`src/rtl/mem_port_arbiter.sv`:
```
// mem_port_arbiter: serialises fetch and load/store onto one memory port with streak-limited data priority and a BUSY timeout
module mem_port_arbiter #(
  parameter int XLEN            = 64,
  parameter int MAX_DATA_STREAK = 4,
  parameter int TIMEOUT         = 255
) (
  input  logic            clk,
  input  logic            rst_n,
  input  logic            if_req_i,
  input  logic [XLEN-1:0] if_addr_i,
  output logic            if_ack_o,
  output logic [XLEN-1:0] if_rdata_o,
  input  logic            d_req_i,
  input  logic            d_we_i,
  input  logic [XLEN-1:0] d_addr_i,
  input  logic [XLEN-1:0] d_wdata_i,
  output logic            d_ack_o,
  output logic [XLEN-1:0] d_rdata_o,
  output logic            mem_req_o,
  output logic            mem_we_o,
  output logic [XLEN-1:0] mem_addr_o,
  output logic [XLEN-1:0] mem_wdata_o,
  input  logic            mem_ack_i,
  input  logic [XLEN-1:0] mem_rdata_i,
  output logic            err_o,
  output logic            stall_if_o,
  output logic            stall_mem_o
);
  localparam logic [1:0] S_IDLE = 2'd0;
  localparam logic [1:0] S_BUSY = 2'd1;
  localparam logic [1:0] S_DONE = 2'd2;
  localparam logic [3:0] MAX_S    = 4'(MAX_DATA_STREAK);
  localparam logic [7:0] TMO_LAST = 8'(TIMEOUT - 1);

  logic [1:0]      state_q, state_d;
  logic            owner_q, owner_d;
  logic [3:0]      streak_q, streak_d;
  logic [7:0]      tmo_q, tmo_d;
  logic            mem_req_q, mem_req_d, mem_we_q, mem_we_d;
  logic [XLEN-1:0] mem_addr_q, mem_addr_d, mem_wdata_q, mem_wdata_d;
  logic            if_ack_q, if_ack_d, d_ack_q, d_ack_d, err_q, err_d;
  logic [XLEN-1:0] if_rdata_q, if_rdata_d, d_rdata_q, d_rdata_d;
  logic            d_win, finish;

  // data wins unless fetch is waiting and data has used up its streak
  assign d_win  = d_req_i & ~(if_req_i & (streak_q == MAX_S));
  assign finish = mem_ack_i | (tmo_q == TMO_LAST);

  always_comb begin
    state_d     = state_q;
    owner_d     = owner_q;
    streak_d    = streak_q;
    tmo_d       = tmo_q;
    mem_req_d   = mem_req_q;
    mem_we_d    = mem_we_q;
    mem_addr_d  = mem_addr_q;
    mem_wdata_d = mem_wdata_q;
    if_rdata_d  = if_rdata_q;
    d_rdata_d   = d_rdata_q;
    if_ack_d    = 1'b0;
    d_ack_d     = 1'b0;
    err_d       = 1'b0;
    case (state_q)
      S_IDLE: if (if_req_i | d_req_i) begin
        state_d     = S_BUSY;
        owner_d     = d_win;
        mem_req_d   = 1'b1;
        mem_we_d    = d_win & d_we_i;
        mem_addr_d  = d_win ? d_addr_i : if_addr_i;
        mem_wdata_d = d_win ? d_wdata_i : '0;
        streak_d    = (d_win & if_req_i) ? ((streak_q == MAX_S) ? streak_q : streak_q + 4'd1) : 4'd0;
      end
      S_BUSY: begin
        tmo_d = tmo_q + 8'd1;
        if (finish) begin
          state_d    = S_DONE;
          tmo_d      = 8'd0;
          mem_req_d  = 1'b0;
          if_ack_d   = ~owner_q;
          d_ack_d    = owner_q;
          err_d      = ~mem_ack_i;
          if_rdata_d = owner_q ? if_rdata_q : (mem_ack_i ? mem_rdata_i : '0);
          d_rdata_d  = owner_q ? (mem_ack_i ? mem_rdata_i : '0) : d_rdata_q;
        end
      end
      default: state_d = S_IDLE;
    endcase
  end

  always_ff @(posedge clk or negedge rst_n) begin
    if (!rst_n) begin
      state_q     <= S_IDLE;
      owner_q     <= 1'b0;
      streak_q    <= '0;
      tmo_q       <= '0;
      mem_req_q   <= 1'b0;
      mem_we_q    <= 1'b0;
      mem_addr_q  <= '0;
      mem_wdata_q <= '0;
      if_ack_q    <= 1'b0;
      d_ack_q     <= 1'b0;
      err_q       <= 1'b0;
      if_rdata_q  <= '0;
      d_rdata_q   <= '0;
    end else begin
      state_q     <= state_d;
      owner_q     <= owner_d;
      streak_q    <= streak_d;
      tmo_q       <= tmo_d;
      mem_req_q   <= mem_req_d;
      mem_we_q    <= mem_we_d;
      mem_addr_q  <= mem_addr_d;
      mem_wdata_q <= mem_wdata_d;
      if_ack_q    <= if_ack_d;
      d_ack_q     <= d_ack_d;
      err_q       <= err_d;
      if_rdata_q  <= if_rdata_d;
      d_rdata_q   <= d_rdata_d;
    end
  end

  assign mem_req_o   = mem_req_q;
  assign mem_we_o    = mem_we_q;
  assign mem_addr_o  = mem_addr_q;
  assign mem_wdata_o = mem_wdata_q;
  assign if_ack_o    = if_ack_q;
  assign d_ack_o     = d_ack_q;
  assign err_o       = err_q;
  assign if_rdata_o  = if_rdata_q;
  assign d_rdata_o   = d_rdata_q;
  assign stall_if_o  = if_req_i & ~if_ack_q;
  assign stall_mem_o = d_req_i & ~d_ack_q;
endmodule

```
`config.mk`:
```
export PLATFORM = sky130hd
export DESIGN_NAME = mem_port_arbiter
export DESIGN_NICKNAME = d
export VERILOG_FILES = /design/src/rtl/mem_port_arbiter.sv
export SDC_FILE = /design/constraint.sdc
export NUM_CORES = 1
export LEC_CHECK = 0
export CAP_MARGIN = 15
export CORE_AREA = 2 2 203 205
export CTS_BUF_LIST = sky130_fd_sc_hd__clkbuf_4 sky130_fd_sc_hd__clkbuf_8 sky130_fd_sc_hd__clkbuf_16
export DETAILED_ROUTE_END_ITERATION = 7
export DIE_AREA = 0 0 205 207
export GPL_ROUTABILITY_DRIVEN = 1
export PLACE_DENSITY = 0.74
export SYNTH_ARGS = -nofsm -noshare
export SYNTH_HDL_FRONTEND = slang
export SYNTH_SLANG_ARGS = --single-unit
```
`constraint.sdc`:
```
create_clock -name clk -period 2.2 [get_ports clk]
set_input_delay 0.22 -clock clk [delete_from_list [all_inputs] [get_ports clk]]
set_output_delay 0.22 -clock clk [all_outputs]
set_load 0.01 [all_outputs]
```
==> results of run 1 <==
power by group through the flow:
stage                     Combinational [uW]  Sequential, uW  Clock, uW
after floorplan                         5590            9730          0
after global placement                 12900            8970          0
after detailed placement               13100            9060          0
after CTS                              13200            9030       6060
after global routing                   14100            9320       6260
final                                  13100            9050       5940
final timing paths:
check | from | end | slack (ns)
min in group asynchronous | rst_n | if_rdata_o[44] | 0.19
max reg2reg | streak_q[0] | mem_addr_o[51] | 0.23
min | d_req_i | owner_q | 0.14
min reg2reg | mem_req_o | mem_req_o | 0.50
max | streak_q[0] | mem_addr_o[51] | 0.23
max in group asynchronous | rst_n | d_rdata_o[36] | 1.20
layer usage:
metal,vias up,GRT usage [%],routed length (um)
met3,92,7.99,5120
met5,-,0,46
met2,628,35.9,22800
met4,6,7.62,1550
li1,5711,-,-
met1,6271,25.9,18400
flip-flops by register name, summed over array words and instances, names as in the netlist, 2 cells and up:
signal and count:
state_q 2, mem_wdata_o 64, if_rdata_o 64, d_rdata_o 64, tmo_q 8, streak_q 4
mem_addr_o 64
critical path, stage by stage (launching register included):
cell,delay [ns]
dfrtp_1,0.41
inv_1,0.07
ha_1,0.26
nand4b_1,0.21
buf_12,0.21
buf_12,0.18
a311oi_1,0.38
a2bb2oi_2,0.08
cells by family after synthesis:
| logic type | Yosys count | share of synthesized area, % |
|---|---|---|
| and+or+nand+nor | 244 | 8.70 |
| buffers and inverters | 214 | 7.57 |
| adders and majority gates | 4 | 0.384 |
| DFF | 276 | 53.0 |
| AOI/OAI and AO/OA | 539 | 30.3 |
final cells by class:
class | instances | area, um^2
clock buffers | 50 | 1040
clock inverters | 8 | 146
fillers | 3657 | 20300
inverters | 70 | 263
multi-input cells | 787 | 5160
flip-flops and latches | 276 | 6910
well taps | 532 | 666
repair buffers | 569 | 5850
cells in the mapped netlist (all sizes together) (4+ instances only):
library cell	n
a2bb2oi	64
a311oi	64
a31oi	129
buf	54
clkbuf	90
dfrtp	276
ha	4
inv	70
nand2	139
nand3	72
nor2	6
o21ai	203
o221ai	64
o311ai	4
through the flow:
step	hold WS (ns)	area [um^2]	util, %	setup slack [ns]	total power [uW]
6_report	0.139	20000	49.6	0.230	28100
3_5_place_dp	0.168	18800	46.7	0.176	22200
5_1_grt	0.120	20000	49.6	0.0809	29700
2_1_floorplan	-0.0756	13000	-	0.532	15300
4_1_cts	0.108	20000	49.6	0.229	28300
3_3_place_gp	0.162	18800	46.7	0.258	21800
timing repair:
action	CTS	global route
hold buffers	1	0
endpoints found under the setup margin	0	0
resized for setup	0	0
hold endpoints to repair	42	0
buffers inserted	0	0
==> flow_metrics.py, run 1 <==
metrics = {
    "power": {
        "clkPwrFrac_pct": 21.1,
        "swShare_pct": 36.0,
        "pwr_density_cell_nw_per_um2": 1400,
        "power_frac_comb_pct": 46.7,
        "ir_worst_vdd_mv": 0.870,
        "p_switching_uw": 10100,
        "leakage_uw": 0.00807,
        "power_frac_seq_pct": 32.2,
        "p_int_uw": 18000,
    },
    "flow_run": {
        "max_cap_viol_count": 0,
    },
    "global_route": {
        "grt_first_pass_wirelength_mm": 73.7,
        "overflow": 0,
        "antenna_found_initial": 3,
        "grt_pass1_vias": 12700,
        "grt_max_degree": 119,
        "track_usage_pct": 21.7,
    },
    "yosys": {
        "synth_nets": 1543,
        "yosys_warnings": 0,
        "ys_ff_latch": 276,
        "seq_area_frac_synth_pct": 53.0,
        "synth_area_um2": 13000,
        "yosys.area.top_type": "dfrtp_1",
        "syn_avg_cell_area_um2": 10.2,
        "synth-async-reset-ratio_pct": 100,
        "synth_top_flop_cell": "dfrtp_1",
        "synth_cells": 1277,
        "synth_edf_count": 0,
        "netlist.area_leader.share_pct": 53.0,
        "synth_top_cells_by_area": "dfrtp_1 (53%), o21ai_0 (7.3%), a31oi_1 (6.2%), a2bb2oi_2 (5.6%), a311oi_1 (4.3%)",
        "synthDistinctLibCells": 49,
    },
    "cts": {
        "htreeDepth": 2,
        "clk-insertion-delay-late_ns": 0.53,
        "clk_pin_slew_ns": 0.06,
        "cts_buffer_depth": 3,
        "cts_tree": "built",
        "clock_sinks": 276,
        "cts_buffers": 34,
        "clk_root_buffer_cell": "clkbuf_16",
    },
    "drt": {
        "dr.pass1.iters": 5,
        "antenna_left": 0,
        "wire_per_inst_um": 20.9,
        "drc": 0,
        "drt_iter0_markers": 1092,
        "vias_per_cell": 5.54,
        "via_count": 12700,
        "finalWirelength_mm": 47.9,
    },
    "setup_path": {
        "startpoint_type": "flip-flop",
        "critPathMaxFanout": 52,
        "required_ns": 2.60,
        "arrival_ns": 2.37,
        "critical_path_class": "flip-flop to flip-flop",
        "critPathCaptureType": "flip-flop",
        "r2r_cells": 7,
    },
    "sta": {
        "finalHoldViolCount": 0,
        "rsz0062_at_grt": "no",
        "max_freq_mhz": 508,
        "tightest_slew_ns": 0.566,
        "setup-tns-final_ns": 0,
        "slew_headroom_pct": 62.3,
        "skew_ns": 0.0137,
        "setup_violations": 0,
        "min_period_ns": 1.97,
        "maxSlewViolCount": 0,
        "min_period_over_period_pct": 89.6,
    },
    "layout": {
        "final_common_cell": "clkdlybuf4s50_1",
        "final_net_count": 2004,
        "diodes": 0,
        "drive_above_1_share_pct": 9.60,
        "finalNonFillerCells": 2292,
        "most-common-layout-cells": "clkdlybuf4s50_1 (522), dfrtp_1 (275), o21ai_0 (191), nand2_1 (138), a31oi_1 (129)",
        "syn2layout_area_growth_pct": 53.8,
    },
    "worst_hold_path": {
        "hold_depth": 3,
        "worst_hold_path_type": "primary input to flip-flop",
    },
    "placement": {
        "io_buffer_count": 524,
        "dp_hpwl_mm": 32.5,
        "dp.cells": 2233,
        "gp_congestion": 0.827,
    },
    "status": {
        "status": "finished clean",
    },
    "floorplan": {
        "num_rows": 74,
        "die_w_um": 205,
        "io_pins": 525,
        "fp.dieArea_um2": 42400,
        "die_y_um": 207,
        "core_um2": 40400,
        "start_util_pct": 32.3,
    },
}
No activity file was read; power rests on OpenSTA's default activity.
==> run 2, diff against run 1 <==
Settings changed: HOLD_SLACK_MARGIN set to 0.05.
==> results of run 2 <==
Final layout, timing and power as in run 1 (identical DEF).
